**config.mk**
```make
export PLATFORM = sky130hd
export DESIGN_NAME = spi_master
export DESIGN_NICKNAME = d
export VERILOG_FILES = /design/src/rtl/spi_master_pkg.sv /design/src/rtl/spi_master_clk_gen.sv /design/src/rtl/spi_master.sv
export SDC_FILE = /design/constraint.sdc
export NUM_CORES = 1
export LEC_CHECK = 0
export ABC_AREA = 1
export BUFFER_PORTS_ARGS = -buffer_cell sky130_fd_sc_hd__buf_2
export CAP_MARGIN = 10
export CORE_MARGIN = 5
export CORE_UTILIZATION = 28
export CTS_CLUSTER_SIZE = 8
export DETAILED_ROUTE_END_ITERATION = 6
export PLACE_DENSITY = 0.5
export REMOVE_ABC_BUFFERS = 1
export SLEW_MARGIN = 10
export SYNTH_ARGS = -nofsm -noshare
export SYNTH_HDL_FRONTEND = slang
export SYNTH_SLANG_ARGS = --single-unit
export TNS_END_PERCENT = 5
```
**constraint.sdc**
```tcl
create_clock -name clk -period 3.2 [get_ports clk]
set_clock_uncertainty 0.05 [all_clocks]
set_input_delay 0.48 -clock clk [delete_from_list [all_inputs] [get_ports clk]]
set_output_delay 0.48 -clock clk [all_outputs]
set_load 0.01 [all_outputs]
```
**src/rtl/spi_master_pkg.sv**
```systemverilog
// Shared definitions for the SPI master: FSM state encoding, R/W bit values,
// default field widths and the frame-length helper.
package spi_master_pkg;

  typedef enum logic [2:0] {
    ST_IDLE,
    ST_SETUP,
    ST_SHIFT,
    ST_HOLD,
    ST_GAP
  } state_t;

  localparam logic SPI_READ  = 1'b1;
  localparam logic SPI_WRITE = 1'b0;

  localparam int ADDR_W_DEF = 7;
  localparam int DATA_W_DEF = 8;

  // Frame = address field, one R/W bit, data field.
  function automatic int frame_bits(input int addr_w, input int data_w);
    return addr_w + 1 + data_w;
  endfunction

  localparam int FRAME_BITS = frame_bits(ADDR_W_DEF, DATA_W_DEF);

endpackage

```
**src/rtl/spi_master_clk_gen.sv**
```systemverilog
// Half-period tick generator for the SPI master. o_tick pulses on the last
// clk of every CLK_DIV-cycle window; i_restart realigns the window so the
// first tick lands exactly CLK_DIV cycles after the restart cycle.
module spi_clk_gen #(
  parameter int CLK_DIV = 4
) (
  input  logic clk,
  input  logic reset,
  input  logic i_restart,
  output logic o_tick
);

  localparam int                CNT_W    = $clog2(CLK_DIV);
  localparam logic [CNT_W-1:0]  LAST_CNT = CNT_W'(CLK_DIV - 1);

  logic [CNT_W-1:0] r_cnt;

  // Free-running modulo-CLK_DIV counter, forced back to zero on restart.
  // NOTE: sequential state uses <= so every flop samples pre-edge values.
  always_ff @(posedge clk or posedge reset) begin
    if (reset) begin
      r_cnt <= '0;
    end else if (i_restart || (r_cnt == LAST_CNT)) begin
      r_cnt <= '0;
    end else begin
      r_cnt <= r_cnt + 1'b1;
    end
  end

  assign o_tick = (r_cnt == LAST_CNT);

endmodule

```
**src/rtl/spi_master.sv**
```systemverilog
// SPI master (mode 0): turns one {addr, rw, wdata} command into a 16-bit
// MSB-first frame with a start/done handshake. Pins are registered from the
// next-state decode so they are glitch-free and return to idle values
// immediately on reset.
// Build option: define SPI_MISO_SYNC_EN to pass miso_pin through a 2-flop
// synchronizer (needs CLK_DIV >= 4); otherwise miso_pin is sampled directly.
module spi_master
  import spi_master_pkg::*;
#(
  parameter int CLK_DIV = 4,
  parameter int ADDR_W  = ADDR_W_DEF,
  parameter int DATA_W  = DATA_W_DEF
) (
  input  logic              clk,
  input  logic              reset,
  input  logic              start,
  input  logic              rw,
  input  logic [ADDR_W-1:0] addr,
  input  logic [DATA_W-1:0] wdata,
  output logic              busy,
  output logic              done,
  output logic [DATA_W-1:0] rdata,
  output logic              sclk_pin,
  output logic              cs_pin,
  output logic              mosi_pin,
  input  logic              miso_pin
);

  localparam int                W_FRAME         = frame_bits(ADDR_W, DATA_W);
  localparam int                N_HALVES        = 2 * W_FRAME;
  localparam int                HALF_W          = $clog2(N_HALVES);
  localparam logic [HALF_W-1:0] LAST_HALF       = HALF_W'(N_HALVES - 1);
  localparam logic [HALF_W-1:0] FIRST_DATA_HALF = HALF_W'(2 * (ADDR_W + 1));

  state_t              r_state, w_state_next;
  logic                w_tick, w_accept;
  logic                w_shift_tick, w_fall, w_sample, w_active_next;
  logic                w_sclk_next, w_miso;
  logic [W_FRAME-1:0]  r_shift, w_shift_next, w_frame;
  logic [HALF_W-1:0]   r_half;
  logic [DATA_W-1:0]   r_rx, r_rdata;
  logic                r_rw, r_sclk, r_cs, r_mosi;

  spi_clk_gen #(.CLK_DIV(CLK_DIV)) u_clk_gen (
    .clk       (clk),
    .reset     (reset),
    .i_restart (w_accept),
    .o_tick    (w_tick)
  );

`ifdef SPI_MISO_SYNC_EN
  logic [1:0] r_miso_sync;

  // Two-flop synchronizer for the asynchronous slave data line.
  always_ff @(posedge clk or posedge reset) begin
    if (reset) r_miso_sync <= '0;
    else       r_miso_sync <= {r_miso_sync[0], miso_pin};
  end

  assign w_miso = r_miso_sync[1];
`else
  assign w_miso = miso_pin;
`endif

  // FSM state register.
  always_ff @(posedge clk or posedge reset) begin
    if (reset) r_state <= ST_IDLE;
    else       r_state <= w_state_next;
  end

  // FSM next-state, accept and handshake outputs.
  // NOTE: defaults first so no path leaves a signal unassigned (no latches).
  always_comb begin
    w_state_next = r_state;
    w_accept     = 1'b0;
    done         = 1'b0;
    busy         = (r_state != ST_IDLE);
    case (r_state)
      ST_IDLE: begin
        if (start) begin
          w_accept     = 1'b1;
          w_state_next = ST_SETUP;
        end
      end
      ST_SETUP: if (w_tick) w_state_next = ST_SHIFT;
      ST_SHIFT: if (w_tick && (r_half == LAST_HALF)) w_state_next = ST_HOLD;
      ST_HOLD:  if (w_tick) w_state_next = ST_GAP;
      ST_GAP: begin
        if (w_tick) begin
          done = 1'b1;
          busy = 1'b0;
          // A request in the done cycle starts the next frame right away.
          if (start) begin
            w_accept     = 1'b1;
            w_state_next = ST_SETUP;
          end else begin
            w_state_next = ST_IDLE;
          end
        end
      end
      default: w_state_next = ST_IDLE;
    endcase
  end

  // Even half-periods in SHIFT are sclk-high; their closing tick is the
  // falling edge, where miso is sampled and mosi advances.
  assign w_shift_tick  = (r_state == ST_SHIFT) && w_tick;
  assign w_fall        = w_shift_tick && !r_half[0];
  assign w_sample      = w_fall && (r_half >= FIRST_DATA_HALF) && (r_rw == SPI_READ);
  assign w_frame       = {addr, rw, (rw == SPI_READ) ? {DATA_W{1'b0}} : wdata};
  assign w_active_next = (w_state_next == ST_SETUP) || (w_state_next == ST_SHIFT) ||
                         (w_state_next == ST_HOLD);

  // Next values for the shifter and sclk, derived from the next state.
  always_comb begin
    w_shift_next = r_shift;
    if (w_accept)    w_shift_next = w_frame;
    else if (w_fall) w_shift_next = r_shift << 1;
    w_sclk_next = 1'b0;
    if (w_state_next == ST_SHIFT) begin
      // Entering SHIFT is the first rising edge; afterwards toggle per tick.
      w_sclk_next = (r_state == ST_SHIFT) ? (r_sclk ^ w_tick) : 1'b1;
    end
  end

  // Datapath and registered pins.
  always_ff @(posedge clk or posedge reset) begin
    if (reset) begin
      r_shift <= '0;
      r_half  <= '0;
      r_rw    <= 1'b0;
      r_rx    <= '0;
      r_rdata <= '0;
      r_sclk  <= 1'b0;
      r_cs    <= 1'b1;
      r_mosi  <= 1'b0;
    end else begin
      r_shift <= w_shift_next;
      r_sclk  <= w_sclk_next;
      r_cs    <= !w_active_next;
      r_mosi  <= ((w_state_next == ST_SETUP) || (w_state_next == ST_SHIFT)) &&
                 w_shift_next[W_FRAME-1];
      if (w_accept) begin
        r_rw   <= rw;
        r_half <= '0;
      end else if (w_shift_tick) begin
        r_half <= r_half + 1'b1;
      end
      if (w_sample) r_rx <= {r_rx[DATA_W-2:0], w_miso};
      // Read data becomes visible only once the frame has fully completed.
      if (done && (r_rw == SPI_READ)) r_rdata <= r_rx;
    end
  end

  assign sclk_pin = r_sclk;
  assign cs_pin   = r_cs;
  assign mosi_pin = r_mosi;
  assign rdata    = r_rdata;

endmodule
```
==> flow_summary.json <==
{
  "status": "completed",
  "cts_tree": "done",
  "synth-xor-area-share": 0.00416,
  "syn-cell-area_sq_um": 2110,
  "critPathKind": "reg -> out",
  "relSlewSlack": 0.574,
  "ctsResizeCount": 0,
  "antenna_found_initial": 0,
  "ios": 33,
  "rsz0062_at_grt": "false",
  "synth.avg_cell_area_sq_um": 9.04,
  "drt-vias-per-instance": 4.11,
  "holdBufCountCts": 0,
  "multi_input_area_sq_um": 812,
  "setup_viol": 0,
  "grt_pass1_vias": 1562,
  "arrival_ps": 1510,
  "dp_hpwl_microns": 3050,
  "finalCritPeriodShare": 0.638,
  "drtAntennaViolNets": 0,
  "clock_sinks": 46,
  "pwr-share-comb": 0.027,
  "r2r_slack_ps": 1290,
  "track_usage": 0.0951,
  "drt_iter0_drc": 79,
  "holdWs_ps": 205,
  "synth_fa_ha_area_frac": 0.0178,
  "coreArea_sq_um": 7290,
  "synth_compound_area_frac": 0.0819,
  "p_sw_frac": 0.219,
  "fin_crit_ps": 2040,
  "synthSimpleGateAreaFrac": 0.281,
  "hold_viol_final": 0,
  "max_freq_mhz": 490,
  "grt_pass1_wl_microns": 7430,
  "seqPwrFrac": 0.613,
  "endpoint_kind": "primary output",
  "layout_commonest_cell": "nand2_1",
  "synth_seq_cells": 46,
  "fill_cells": 815,
  "clock_latency_ps": 300,
  "fp.dieH_microns": 96.7,
  "powerDensity_nw_per_um2": 389,
  "dr.pass1.iters": 4,
  "die_x_microns": 96.7,
  "syn_inst": 233,
  "peakVddDrop_uv": 156,
  "drive_gt1_frac": 0.265,
  "power_frac_clock": 0.360,
  "cap_violations": 0,
  "worstSetupStartpointType": "flip-flop",
  "cp.required_ps": 2670,
  "synth-seq-area-share": 0.547,
  "p_leak_nw": 1.17,
  "wl_per_cell_microns": 11.2,
  "post_cts_buffers": 0,
  "gp_congestion": 0.858,
  "layout.nets": 291,
  "tightest_slew_ps": 638,
  "ys_types": 28,
  "drt-total-wl_microns": 4100,
  "hold_path.class": "in -> async",
  "register_area_sq_um": 1150,
  "gr-total-overflow": 0,
  "synth_mux_area_frac": 0,
  "cts_root_buf": "clkbuf_8",
  "fp-row-count": 31,
  "clockBufferDepth": 2,
  "finalSetupTns_ps": 0,
  "cts.htree.levels": 2,
  "area_delta_synth_final_pct": 15.6,
  "layout_common_cells": "nand2_1 (82), dfrtp_1 (45), buf_2 (32), nand3_1 (20), inv_1 (15)",
  "dieArea_sq_um": 9360,
  "grt_max_degree": 31,
  "dr_total_vias": 1509,
  "p_switching_w": 0.000208,
  "drc": 0,
  "cp_max_fo": 9,
  "maxSlewViolCount": 0,
  "start_util": 0.289,
  "synth_warnings": 0,
  "io_buffers": 32,
  "synth_top_family_by_area": "simple AND/OR/NAND/NOR gates",
  "cts_made_buffers": 5,
  "clk_pin_slew_worst_paths_ps": 90,
  "intPower_w": 0.000739,
  "diodes": 0
}
-- power groups by stage --
stage | sequential (W) | clock [W] | combinational [W]
after global routing | 0.000581 | 0.000389 | 0.0000303
final | 0.000581 | 0.000341 | 0.0000252
after floorplan | 0.000592 | 0 | 0.00000919
after global placement | 0.000592 | 0 | 0.0000262
after detailed placement | 0.000592 | 0 | 0.0000266
after CTS | 0.000581 | 0.000356 | 0.0000265
-- worst max-delay path, stage by stage (launching register included) --
cell and delay, ps:
dfrtp_1 350, ha_1 420, inv_4 90, nand2_1 150, nand2_1 70, buf_2 140
-- per-stage QoR --
stage	worst slack [ps]	instances	utilization	power (W)	instance area, sq um
floorplan	1530	228	-	0.000602	2060
global placement	1310	360	0.323	0.000619	2350
finish	1160	367	0.334	0.000947	2440
CTS	1140	367	0.334	0.000963	2440
detailed placement	1280	360	0.323	0.000619	2350
global route	1020	367	0.334	0.00100	2440
-- per-layer routing --
layer / GRT usage / vias up / share of wire
met4: 0.0324 / 0 / 0.0076
met2: 0.146 / 21 / 0.45
met1: 0.127 / 679 / 0.51
met5: 0 / - / 0
li1: - / 807 / -
met3: 0.0295 / 2 / 0.037
-- Yosys cell counts --
| master | count | area share |
|---|---|---|
| a21oi_1 | 1 | 0.0024 |
| a31oi_1 | 1 | 0.0030 |
| and3_1 | 1 | 0.0030 |
| buf_2 | 1 | 0.0024 |
| buf_4 | 1 | 0.0036 |
| buf_6 | 3 | 0.016 |
| dfrtp_1 | 45 | 0.53 |
| dfstp_2 | 1 | 0.012 |
| ha_1 | 3 | 0.018 |
| inv_1 | 16 | 0.029 |
| inv_2 | 8 | 0.014 |
| inv_4 | 1 | 0.0030 |
| nand2_1 | 82 | 0.15 |
| nand2_2 | 2 | 0.0059 |
| nand2_4 | 1 | 0.0053 |
| nand3_1 | 20 | 0.048 |
| nand3_4 | 3 | 0.025 |
| nor2_1 | 12 | 0.021 |
| nor2_2 | 3 | 0.0089 |
| nor2_4 | 3 | 0.016 |
| nor3_1 | 1 | 0.0024 |
| o211ai_1 | 4 | 0.014 |
| o21a_1 | 1 | 0.0036 |
| o21ai_0 | 1 | 0.0024 |
| o21ai_1 | 8 | 0.019 |
| o21ai_2 | 8 | 0.033 |
| o32ai_1 | 1 | 0.0042 |
| xor2_1 | 1 | 0.0042 |
-- cells by family after synthesis --
group / after synthesis
and+or+nand+nor: 128
xor gates and xnor gates: 1
AOI/OAI and AO/OA: 25
adders and majority gates: 3
DFF: 46
buffers and inverters: 30
-- flip-flops by register name, summed over array words and instances, names as in the netlist --
signal,count
r_shift,16
r_rx,8
rdata,8
r_half,5
r_state,3
u_clk_gen.r_cnt,2
cs_pin,1
mosi_pin,1
r_rw,1
sclk_pin,1
-- area by class of cell --
| class | count | area share |
|---|---|---|
| Clock buffer | 5 | 0.0282 |
| Clock inverter | 2 | 0.00616 |
| Inverter | 25 | 0.0395 |
| Multi-Input combinational cell | 157 | 0.333 |
| Sequential cell | 46 | 0.473 |
| Tap cell | 99 | 0.0508 |
| Timing Repair Buffer | 33 | 0.0688 |
-- path summary, 6_finish.rpt --
kind                                     from                 end  cells after the start
min reg2reg                u_clk_gen.r_cnt[0]  u_clk_gen.r_cnt[0]                      1
min                                     reset            rdata[5]                      2
max                        u_clk_gen.r_cnt[0]                busy                      5
min in group clk                     wdata[0]          r_shift[0]                      3
max in group asynchronous               reset         r_shift[14]                      3
max reg2reg                u_clk_gen.r_cnt[0]             r_rx[5]                      6
Note: power is estimated with default switching activity, not from simulation.
